**src/rtl/axil_initiator.sv**
```systemverilog
// AXI4-Lite single-outstanding initiator: valid/ready request in, AXI4-Lite transaction out, response back.
// Optional watchdog abort for hung slaves is compiled in with `define AXIL_INITIATOR_TIMEOUT_EN.
module axil_initiator #(
  parameter int TIMEOUT_CYCLES = 1024
) (
  input  logic        clk,
  input  logic        rst,
  input  logic        req_valid,
  output logic        req_ready,
  input  logic        req_write,
  input  logic [31:0] req_addr,
  input  logic [31:0] req_wdata,
  input  logic [3:0]  req_wstrb,
  output logic        rsp_valid,
  input  logic        rsp_ready,
  output logic        rsp_write,
  output logic [31:0] rsp_rdata,
  output logic [1:0]  rsp_resp,
  output logic        rsp_timeout,
  output logic [31:0] m_axi_awaddr,
  output logic        m_axi_awvalid,
  input  logic        m_axi_awready,
  output logic [31:0] m_axi_wdata,
  output logic [3:0]  m_axi_wstrb,
  output logic        m_axi_wvalid,
  input  logic        m_axi_wready,
  input  logic [1:0]  m_axi_bresp,
  input  logic        m_axi_bvalid,
  output logic        m_axi_bready,
  output logic [31:0] m_axi_araddr,
  output logic        m_axi_arvalid,
  input  logic        m_axi_arready,
  input  logic [31:0] m_axi_rdata,
  input  logic [1:0]  m_axi_rresp,
  input  logic        m_axi_rvalid,
  output logic        m_axi_rready
);

  localparam logic [2:0] S_IDLE  = 3'd0;
  localparam logic [2:0] S_WADDR = 3'd1;
  localparam logic [2:0] S_WRESP = 3'd2;
  localparam logic [2:0] S_RADDR = 3'd3;
  localparam logic [2:0] S_RDATA = 3'd4;
  localparam logic [2:0] S_RSP   = 3'd5;

  logic [2:0]  state_q, state_d;
  logic        req_ready_q, req_ready_d;
  logic        rsp_valid_q, rsp_valid_d;
  logic        rsp_write_q, rsp_write_d;
  logic [31:0] rsp_rdata_q, rsp_rdata_d;
  logic [1:0]  rsp_resp_q, rsp_resp_d;
  logic [31:0] awaddr_q, awaddr_d;
  logic        awvalid_q, awvalid_d;
  logic [31:0] wdata_q, wdata_d;
  logic [3:0]  wstrb_q, wstrb_d;
  logic        wvalid_q, wvalid_d;
  logic        bready_q, bready_d;
  logic [31:0] araddr_q, araddr_d;
  logic        arvalid_q, arvalid_d;
  logic        rready_q, rready_d;
  logic        aw_done, w_done;

`ifdef AXIL_INITIATOR_TIMEOUT_EN
  localparam int CNT_W = $clog2(TIMEOUT_CYCLES + 1);
  logic [CNT_W-1:0] cnt_q, cnt_d;
  logic             rsp_timeout_q, rsp_timeout_d;
  logic             busy;
`endif

  // A channel counts as done once its valid has dropped or it handshakes this cycle.
  assign aw_done = !awvalid_q || m_axi_awready;
  assign w_done  = !wvalid_q  || m_axi_wready;

  always_comb begin
    state_d     = state_q;
    req_ready_d = req_ready_q;
    rsp_valid_d = rsp_valid_q;
    rsp_write_d = rsp_write_q;
    rsp_rdata_d = rsp_rdata_q;
    rsp_resp_d  = rsp_resp_q;
    awaddr_d    = awaddr_q;
    awvalid_d   = awvalid_q;
    wdata_d     = wdata_q;
    wstrb_d     = wstrb_q;
    wvalid_d    = wvalid_q;
    bready_d    = bready_q;
    araddr_d    = araddr_q;
    arvalid_d   = arvalid_q;
    rready_d    = rready_q;
`ifdef AXIL_INITIATOR_TIMEOUT_EN
    cnt_d         = cnt_q;
    rsp_timeout_d = rsp_timeout_q;
    busy          = 1'b0;
`endif
    case (state_q)
      S_IDLE: begin
        if (req_valid) begin
          req_ready_d = 1'b0;
          rsp_write_d = req_write;
`ifdef AXIL_INITIATOR_TIMEOUT_EN
          cnt_d         = '0;
          rsp_timeout_d = 1'b0;
`endif
          if (req_write) begin
            awaddr_d  = req_addr;
            wdata_d   = req_wdata;
            wstrb_d   = req_wstrb;
            awvalid_d = 1'b1;
            wvalid_d  = 1'b1;
            state_d   = S_WADDR;
          end else begin
            araddr_d  = req_addr;
            arvalid_d = 1'b1;
            state_d   = S_RADDR;
          end
        end
      end
      S_WADDR: begin
        if (awvalid_q && m_axi_awready) awvalid_d = 1'b0;
        if (wvalid_q && m_axi_wready)   wvalid_d  = 1'b0;
        if (aw_done && w_done) begin
          bready_d = 1'b1;
          state_d  = S_WRESP;
        end
      end
      S_WRESP: begin
        if (m_axi_bvalid) begin
          bready_d    = 1'b0;
          rsp_resp_d  = m_axi_bresp;
          rsp_rdata_d = '0;
          rsp_valid_d = 1'b1;
          state_d     = S_RSP;
        end
      end
      S_RADDR: begin
        if (m_axi_arready) begin
          arvalid_d = 1'b0;
          rready_d  = 1'b1;
          state_d   = S_RDATA;
        end
      end
      S_RDATA: begin
        if (m_axi_rvalid) begin
          rready_d    = 1'b0;
          rsp_rdata_d = m_axi_rdata;
          rsp_resp_d  = m_axi_rresp;
          rsp_valid_d = 1'b1;
          state_d     = S_RSP;
        end
      end
      S_RSP: begin
        if (rsp_ready) begin
          rsp_valid_d = 1'b0;
          req_ready_d = 1'b1;
          state_d     = S_IDLE;
        end
      end
      default: begin
        state_d     = S_IDLE;
        req_ready_d = 1'b1;
      end
    endcase
`ifdef AXIL_INITIATOR_TIMEOUT_EN
    busy = (state_q == S_WADDR) || (state_q == S_WRESP) ||
           (state_q == S_RADDR) || (state_q == S_RDATA);
    if (busy) begin
      cnt_d = cnt_q + CNT_W'(1);
      // Watchdog wins over any handshake landing on the same edge: the slave is abandoned.
      if (cnt_q == CNT_W'(TIMEOUT_CYCLES - 1)) begin
        awvalid_d     = 1'b0;
        wvalid_d      = 1'b0;
        bready_d      = 1'b0;
        arvalid_d     = 1'b0;
        rready_d      = 1'b0;
        rsp_resp_d    = 2'b10;
        rsp_rdata_d   = '0;
        rsp_timeout_d = 1'b1;
        rsp_valid_d   = 1'b1;
        state_d       = S_RSP;
      end
    end
`endif
  end

  always_ff @(posedge clk) begin
    if (rst) begin
      state_q     <= S_IDLE;
      req_ready_q <= 1'b1;
      rsp_valid_q <= 1'b0;
      rsp_write_q <= 1'b0;
      rsp_rdata_q <= '0;
      rsp_resp_q  <= '0;
      awaddr_q    <= '0;
      awvalid_q   <= 1'b0;
      wdata_q     <= '0;
      wstrb_q     <= '0;
      wvalid_q    <= 1'b0;
      bready_q    <= 1'b0;
      araddr_q    <= '0;
      arvalid_q   <= 1'b0;
      rready_q    <= 1'b0;
    end else begin
      state_q     <= state_d;
      req_ready_q <= req_ready_d;
      rsp_valid_q <= rsp_valid_d;
      rsp_write_q <= rsp_write_d;
      rsp_rdata_q <= rsp_rdata_d;
      rsp_resp_q  <= rsp_resp_d;
      awaddr_q    <= awaddr_d;
      awvalid_q   <= awvalid_d;
      wdata_q     <= wdata_d;
      wstrb_q     <= wstrb_d;
      wvalid_q    <= wvalid_d;
      bready_q    <= bready_d;
      araddr_q    <= araddr_d;
      arvalid_q   <= arvalid_d;
      rready_q    <= rready_d;
    end
  end

`ifdef AXIL_INITIATOR_TIMEOUT_EN
  always_ff @(posedge clk) begin
    if (rst) begin
      cnt_q         <= '0;
      rsp_timeout_q <= 1'b0;
    end else begin
      cnt_q         <= cnt_d;
      rsp_timeout_q <= rsp_timeout_d;
    end
  end
  assign rsp_timeout = rsp_timeout_q;
`else
  assign rsp_timeout = 1'b0;
`endif

  assign req_ready     = req_ready_q;
  assign rsp_valid     = rsp_valid_q;
  assign rsp_write     = rsp_write_q;
  assign rsp_rdata     = rsp_rdata_q;
  assign rsp_resp      = rsp_resp_q;
  assign m_axi_awaddr  = awaddr_q;
  assign m_axi_awvalid = awvalid_q;
  assign m_axi_wdata   = wdata_q;
  assign m_axi_wstrb   = wstrb_q;
  assign m_axi_wvalid  = wvalid_q;
  assign m_axi_bready  = bready_q;
  assign m_axi_araddr  = araddr_q;
  assign m_axi_arvalid = arvalid_q;
  assign m_axi_rready  = rready_q;

endmodule

```
**config.mk**
```make
export PLATFORM = sky130hd
export DESIGN_NAME = axil_initiator
export DESIGN_NICKNAME = d
export VERILOG_FILES = /design/src/rtl/axil_initiator.sv
export SDC_FILE = /design/constraint.sdc
export NUM_CORES = 1
export LEC_CHECK = 0
export CORE_ASPECT_RATIO = 0.9
export CORE_UTILIZATION = 45
export DETAILED_ROUTE_END_ITERATION = 12
export PLACE_DENSITY_LB_ADDON = 0.2
export SYNTH_ARGS = -nofsm -noshare
export SYNTH_HDL_FRONTEND = slang
export SYNTH_SLANG_ARGS = --single-unit
```
**constraint.sdc**
```tcl
create_clock -name clk -period 3.4 [get_ports clk]
set_input_delay 0.51 -clock clk [delete_from_list [all_inputs] [get_ports clk]]
set_output_delay 0.51 -clock clk [all_outputs]
set_load 0.005 [all_outputs]
```
# ---- Word-level counts from Yosys, hierarchy flattened
# Index checks and enable logic that the tools add are counted.
dict set report classes {
  n_bitwise 2
  mul 0
  n_eq_ne 15
  div_mod_pow 0
  n_lt_le_gt_ge 0
  n_shift 0
  n_mux 37
  n_reduce_logical 27
  addsub 0
}
# cell n
set op_table {}
lappend op_table {{$mux W32} 2}
lappend op_table {{$pmux W32 S2} 1}
lappend op_table {{$ne A2 B2 Y1 const B} 10}
lappend op_table {{$mux W3} 6}
lappend op_table {{$pmux W3 S6} 1}
lappend op_table {{$reduce_and A3 Y1} 6}
lappend op_table {{$mux W1} 16}
lappend op_table {{$reduce_and A4 Y1} 4}
lappend op_table {{$pmux W1 S2} 5}
lappend op_table {{$reduce_bool A2 Y1} 5}
lappend op_table {{$eq A3 B2 Y1 const B} 2}
lappend op_table {{$eq A3 B3 Y1 const B} 2}
lappend op_table {{$mux W2} 3}
lappend op_table {{$pmux W1 S3} 2}
lappend op_table {{$reduce_and A6 Y1} 1}
lappend op_table {{$pmux W2 S2} 1}
lappend op_table {{$reduce_or A4 Y1} 1}
lappend op_table {{$eq A3 B1 Y1 const B} 1}
lappend op_table {{$logic_and A1 B1 Y1} 3}
lappend op_table {{$logic_not A3 Y1} 1}
lappend op_table {{$reduce_bool A3 Y1} 1}
lappend op_table {{$logic_not A1 Y1} 2}
lappend op_table {{$logic_or A1 B1 Y1} 2}
lappend op_table {{$not A1 Y1} 2}
lappend op_table {{$reduce_and A2 Y1} 1}
dict set report word_totals {
  mem_bits_rw 0
  latch_bits 0
  output_inout_bits 143
  romBits 0
  ff_bits 145
  mem_count 0
}

# ---- Depth between registers and ports, before layout
dict set report depth {
  depth_word 5
  mapped_depth 7
  mapped_depth_nobuf 3
}

# ---- Worst setup path before layout
# Ideal clock, no wire load.
dict set report synth_timing {
  path_kind {in2reg}
  startpoint {input port req_valid}
  endpoint {register wdata_q[0] (netlist: m_axi_wdata[0])}
  path_buffers 3
  stages 6
  arrival_time_ps 1501
  path_slack_ps 1767
  setup_ps 132
  cell_sequence {or4b_1 -> buf_2 -> buf_6 -> buf_6 -> o21ai_1 -> a21oi_1}
}
dict set report synth_between {
  elab_chain_cells 1
}
# item line
set synth_lines {}
lappend synth_lines {{from (decl)} 8} ;# input logic req_valid,
lappend synth_lines {{$reduce_and A3 Y1 (no line)} -}
lappend synth_lines {{to (signal assigned)} 211} ;# wdata_q <= wdata_d;
lappend synth_lines {{to (decl)} 54} ;# logic [31:0] wdata_q, wdata_d;
# No other way between the ends.
# A chain may end at the register's enable or synchronous reset.

# ---- Worst setup path after layout
dict set report layout_timing {
  startpoint {register state_q[2]}
  endpoint {register rsp_valid_q (netlist: rsp_valid)}
}
dict set report layout_between {
  elab_chain_cells 3
  elab_cells_between_ends 9
}
# item line
set layout_lines {}
lappend layout_lines {{from (decl)} 46} ;# logic [2:0] state_q, state_d;
lappend layout_lines {{from (signal assigned)} 203} ;# state_q <= state_d;
lappend layout_lines {{$eq A3 B3 Y1 / $eq A3 B2 Y1 (equally long branches)} 95} ;# case (state_q)
lappend layout_lines {{$ne A2 B2 Y1 (no line) / $reduce_bool A3 Y1 (equally long branches)} -}
lappend layout_lines {{$reduce_and A4 Y1 (no line)} -}
lappend layout_lines {{to (signal assigned)} 205} ;# rsp_valid_q <= rsp_valid_d;
lappend layout_lines {{to (decl)} 48} ;# logic rsp_valid_q, rsp_valid_d;
# Parallel ways exist; a longest one is shown, timed or not.

==> impl_metrics.toml <==
[clock_tree]
cts_hold_buf = 0
cts_resized = 0
clockRootBuffer = "clkbuf_16"
cts-htree-levels = 4
cts_buffers = 17
cts_tree = "yes"
cts_sinks = 145
clk_pin_slew_ps = 60
worstSkewPairLatency_ps = 410
ctsLongestPathBuffers = 2
post_cts_buffers = 0

[detailed_routing]
drc_errors = 0
vias = 5834
wl_per_cell_um = 16.6
dr.first_iter.drc_count = 402
ant_nets = 0
vias_per_cell = 5.51
first_pass_iters = 6
drt-total-wl_mm = 17.6

[floorplan]
rows = 38
dieArea_mm2 = 0.0132
start_util_pct = 46.8
io_pins = 257
fp.dieH_um = 109
fp.coreArea_mm2 = 0.0123
chipWidth_um = 121

[sta]
hold_viol_final = 0
setup-tns-final_ps = 0
fin_skew_ps = 3.56
worstMarginPinSlew_ps = 1250
period_minus_slack_ps = 2450
rsz0062_at_grt = "false"
setup_viol_count_final = 0
final_max_slew_viol_count = 0
max_freq_mhz = 408
max_slew_margin_pct = 16.7
fin_crit_sh_pct = 72.1

[layout]
nNetsFinal = 1000
final_util_pct = 71.5
final_cell_mix = "253 x clkdlybuf4s50_1, 145 x dfxtp_1, 129 x a21oi_1, 117 x nand3_1, 55 x o21ai_0"
final_cells = 1059
drive_gt1_share_pct = 5.67
antenna_cells = 0
fill_cells = 954
area_growth_syn_to_layout_pct = 52.7
layout_commonest_cell = "clkdlybuf4s50_1"
multi_input_area_mm2 = 0.00250
register_area_mm2 = 0.00290

[worst_setup_path]
slowest_stage = "or4bb_1"
arrival_ps = 2760
critPathMaxStageDelay_ps = 1060
worst-setup-path-type = "register to register"
crit_path_max_fanout = 36
ff2ff_path_depth = 3
crit_path_start_kind = "register"
critPathRequiredTime_ps = 3710
path_cells = "or4bb_1 > nand2_1 > o21a_1"
endpoint_kind = "register"

[place]
finalWeightedCongestion = 0.854
hpwlAfterDp_mm = 11.5
dpl.cell_count = 1027
port_buffers = 255

[synth]
postSynthAreaPerCell_um2 = 8.44
netlist-cell-type-count = 36
yosys_warnings = 0
ys_seq_area_share_pct = 50.6
syn_nets = 794
synth_ff_type = "dfxtp_1"
synth-seq-cells = 145
netlist_area_mm2 = 0.00574
syn_inst = 680
synth_edf_count = 0
synthArstFlopShare_pct = 0

[hold_path]
hold_path.class = "register to register"
hold_depth = 2

[status]
outcome = "finished clean"

[power]
p_total_w = 0.00443
irDropWorstVdd_uv = 393
p_leak_nw = 3.05
powerDensity_mw_per_mm2 = 505

[grt]
grt_usage_pct = 26.4
grt_pass1_wl_mm = 27.1
grt_pass1_vias = 5571
grt_max_degree = 90
antenna_found_initial = 0
grt.overflow.total = 0

[run]
max-cap-violations = 0
-- stage by stage --
| stage | hold WS (ps) | worst slack (ps) | instance area [um^2] |
|---|---|---|---|
| after floorplan | 453 | 1770 | 5740 |
| after global placement | 448 | 817 | 8240 |
| after detailed placement | 456 | 734 | 8240 |
| after CTS | 465 | 989 | 8770 |
| after global routing | 486 | 791 | 8770 |
| final | 460 | 947 | 8770 |
-- per-layer routing --
| layer | global-route usage, % | vias to the layer above | wire length [um] | part of all wire, % |
|---|---|---|---|---|
| li1 | - | 2801 | - | - |
| met1 | 29.7 | 2708 | 6880 | 39 |
| met2 | 44.5 | 282 | 8460 | 48 |
| met3 | 9.99 | 43 | 1780 | 10 |
| met4 | 11.6 | 0 | 495 | 2.8 |
| met5 | 0 | - | 0 | 0 |
-- cell usage after synthesis, types with 3 or more instances --
master / number / area (um^2)
a21oi_1: 129 / 646
a31oi_1: 4 / 25.0
buf_1: 5 / 18.8
buf_2: 9 / 45.0
buf_6: 5 / 56.3
clkbuf_1: 55 / 206
dfxtp_1: 145 / 2900
inv_1: 5 / 18.8
mux2i_1: 18 / 180
nand2_1: 38 / 143
nand2b_1: 32 / 200
nand3_1: 117 / 586
nor2b_1: 5 / 31.3
o21ai_0: 55 / 275
o21ai_1: 24 / 120
o21ai_2: 6 / 52.6
or3b_2: 3 / 26.3
-- critical path, delay by kind of cell, from the launching register on --
family          cells  cell delay (ps)
simple gates        2             1330
flops               1              750
compound gates      1              250
-- sequential cells by signal, indices dropped and copies added (netlist names) --
name	count
m_axi_araddr	32
m_axi_awaddr	32
m_axi_wdata	32
rsp_rdata	32
m_axi_wstrb	4
state_q	3
rsp_resp	2
m_axi_arvalid	1
m_axi_awvalid	1
m_axi_bready	1
m_axi_rready	1
m_axi_wvalid	1
req_ready	1
rsp_valid	1
rsp_write	1
-- cell type report --
cell class / instances / area share [%]
Multi-Input combinational cell: 454 / 28.5
Clock buffer: 26 / 5.70
Clock inverter: 6 / 0.343
Inverter: 6 / 0.257
Sequential cell: 145 / 33.1
Timing Repair Buffer: 262 / 29.8
Tap cell: 160 / 2.28
-- final timing paths --
path / start / end / slack, ps
worst max-delay path: state_q[2] / rsp_valid / 950
worst min-delay path: m_axi_araddr[27] / m_axi_araddr[27] / 460
worst max register to register: state_q[2] / rsp_valid / 950
worst min register to register: m_axi_araddr[27] / m_axi_araddr[27] / 460
-- cell families (layout without fill, tap and decap cells) --
| kind of cell | count (synthesis) | in the layout | synth area share [%] |
|---|---|---|---|
| compound gates | 229 | 229 | 21.1 |
| buf+inv | 81 | 300 | 6.21 |
| flops | 145 | 145 | 50.6 |
| mux | 18 | 18 | 3.14 |
| other cells | 1 | 1 | 0.0653 |
| simple gates | 206 | 206 | 18.9 |
-- power by group --
part	internal [W]	total, W	switching (W)
clock	0.00100	0.00167	0.000665
sequential	0.00182	0.00191	0.0000876
combinational	0.000440	0.000855	0.000415
Power figures use the tool's default switching activity.
==> RTL edit (same settings) <==
`rsp_rdata_q` no longer has a reset.
--- a/src/rtl/axil_initiator.sv
+++ b/src/rtl/axil_initiator.sv
@@ -189,5 +189,4 @@
       rsp_valid_q <= 1'b0;
       rsp_write_q <= 1'b0;
-      rsp_rdata_q <= '0;
       rsp_resp_q  <= '0;
       awaddr_q    <= '0;
@@ -205,5 +204,4 @@
       rsp_valid_q <= rsp_valid_d;
       rsp_write_q <= rsp_write_d;
-      rsp_rdata_q <= rsp_rdata_d;
       rsp_resp_q  <= rsp_resp_d;
       awaddr_q    <= awaddr_d;
@@ -217,4 +215,8 @@
       rready_q    <= rready_d;
     end
+  end
+
+  always_ff @(posedge clk) begin
+    rsp_rdata_q <= rsp_rdata_d;
   end
 
Function: differs if rst is asserted again (counterexample within 4 cycles, from zero or initial values and one cycle with rst high); with rst held inactive, the same outputs for 4 cycles.
==> RTL edit against the original RTL <==
Design area decreased by 3.1%. Clock skew up 0.0032 ns. Via count shrank 16%. Routed wire length decreased by 13%. Total power increased by 25%. Clock power grew 13%. Sequential cell count unchanged. First-iteration DRC count down 34%. Count of clock-buffer cells in the layout fell by 4. Core utilization increased by 2.8 points. Worst setup slack better by 0.18 ns. Area after synthesis shrank 7.6%. Highest routed layer unchanged.
==> RTL edit: results (changes against the original RTL) <==
stage	metric	value	unit	change
power	p_leak	3.01	nW	-1.2%
final_layout	drive_above_1_share	5.63	%	-0.044 points
synth	synthAdderAreaFrac	0	%	unchanged
final_layout	stdcell_count	991		-6.4%
timing	finClkSkew	0.00674	ns	+0.00318 ns
route	via_count	4897		-16%
hold_path	hold_path.class	reg2reg		
global_routing	gr-total-overflow	0		unchanged
global_routing	grt_start_max_net_pins	116		+29%
power	peakVddDrop	387	uV	-1.7%
setup_path	cp.arrival	2.60	ns	-0.16 ns
placement	dp_hpwl	10.2	mm	-11%
setup_path	max_stage_delay	0.66	ns	-0.40 ns
placement	dpl.cell_count	959		-6.6%
run_status	status	finished clean		
synth	synthMuxAreaShare	0.755	%	-2.4 points
placement	gp_congestion	0.780		-8.7%
synth	yosysUniqueCellTypes	32		-11%
cts	htree_levels	4		unchanged
route	drt_iter0_drc	266		-34%
global_routing	grtUsageTotal	25.1	%	-1.2 points
synth	synth-seq-area-share	60.8	%	+10 points
setup_path	cp_max_fo	68		+89%
setup_path	worst_path_max_delay_cell	or4b_4		
final_layout	diodes	0		unchanged
route	first_pass_iters	5		-1
synth	synth_nets	697		-12%
cts	cts_setup_buffers	0		unchanged
global_routing	grt_pass1_wl	23.2	mm	-14%
synth	synth_common_cells	nand2_1, dfxtp_1, a21oi_1		
synth	synth.area.top_cells	dfxtp_1, edfxtp_1, nand2_1		
synth	avgSynthCellArea	9.10	sq um	+7.8%
global_routing	antenna_found_initial	0		unchanged
synth	synth_edf_count	32		+32
cts	cts_buffers	17		unchanged
timing	relSlewSlack	20.7	%	+4.0 points
cts	clk_path_buf_depth	2		unchanged
cts	clk_pin_slew_worst_paths	0.06	ns	about the same
route	wl_per_cell	15.4	um	-7.5%
global_routing	first_global_vias	4780		-14%
synth	synth_compound_area_share	12.4	%	-8.7 points
final_layout	final_nets	936		-6.4%
RTL edit: report_power, final:
part	internal, W	leakage, nW	switching, W
clock	0.00121	0.299	0.000686
sequential	0.00207	1.22	0.000162
combinational	0.000761	1.49	0.000670
total	0.00404	3.01	0.00152
RTL edit: stage by stage:
| stage | setup WS (ns) | hold WS (ns) | utilization (%) | area, sq um | power, W |
|---|---|---|---|---|---|
| finish | 1.13 | 0.451 | 74.3 | 8490 | 0.00556 |
| global route | 1.02 | 0.471 | 74.3 | 8490 | 0.00582 |
| CTS | 1.15 | 0.453 | 74.3 | 8490 | 0.00559 |
| detailed placement | 0.759 | 0.445 | 69.0 | 7890 | 0.00369 |
| global placement | 0.808 | 0.441 | 69.0 | 7890 | 0.00364 |
| floorplan | 0.534 | 0.453 | - | 5310 | 0.00292 |
RTL edit: final timing paths:
check / from / endpoint / slack (ns) / depth (start not counted)
max: state_q[0] / m_axi_awaddr[3] / 1.13 / 5
min: m_axi_awaddr[9] / m_axi_awaddr[9] / 0.45 / 2
max reg2reg: state_q[0] / m_axi_awaddr[3] / 1.13 / 5
min reg2reg: m_axi_awaddr[9] / m_axi_awaddr[9] / 0.45 / 2
RTL edit: area by class of cell:
type,instances,area [sq um]
well taps,156,195
fillers,833,2940
multi-input cells,392,1850
inverters,4,15.0
flip-flops and latches,145,3220
clock inverters,10,131
repair buffers,262,2600
clock buffers,22,475
RTL edit: per-layer routing:
layer	share of wire, %	vias to the layer above	wire (um)	track usage (%)
met1	38	2276	5820	26.0
li1	-	2387	-	-
met4	3.0	0	456	12.2
met2	49	202	7450	42.4
met5	0	-	0	0
met3	9.9	32	1520	11.6
RTL edit: logic make-up (layout without fill, tap and decap cells):
logic type             count (synthesis)  in the layout
flip-flops                           145            145
buffers and inverters                 46            298
AO/OA/AOI/OAI                        124            124
AND/OR/NAND/NOR                      263            263
other                                  1              1
multiplexers                           4              4
RTL edit: worst max-delay path: cells and delay by family, from the launching register on:
family          cells  cell delay (ns)
simple gates        3             0.91
buf+inv             1             0.56
flops               1             0.48
compound gates      1             0.18
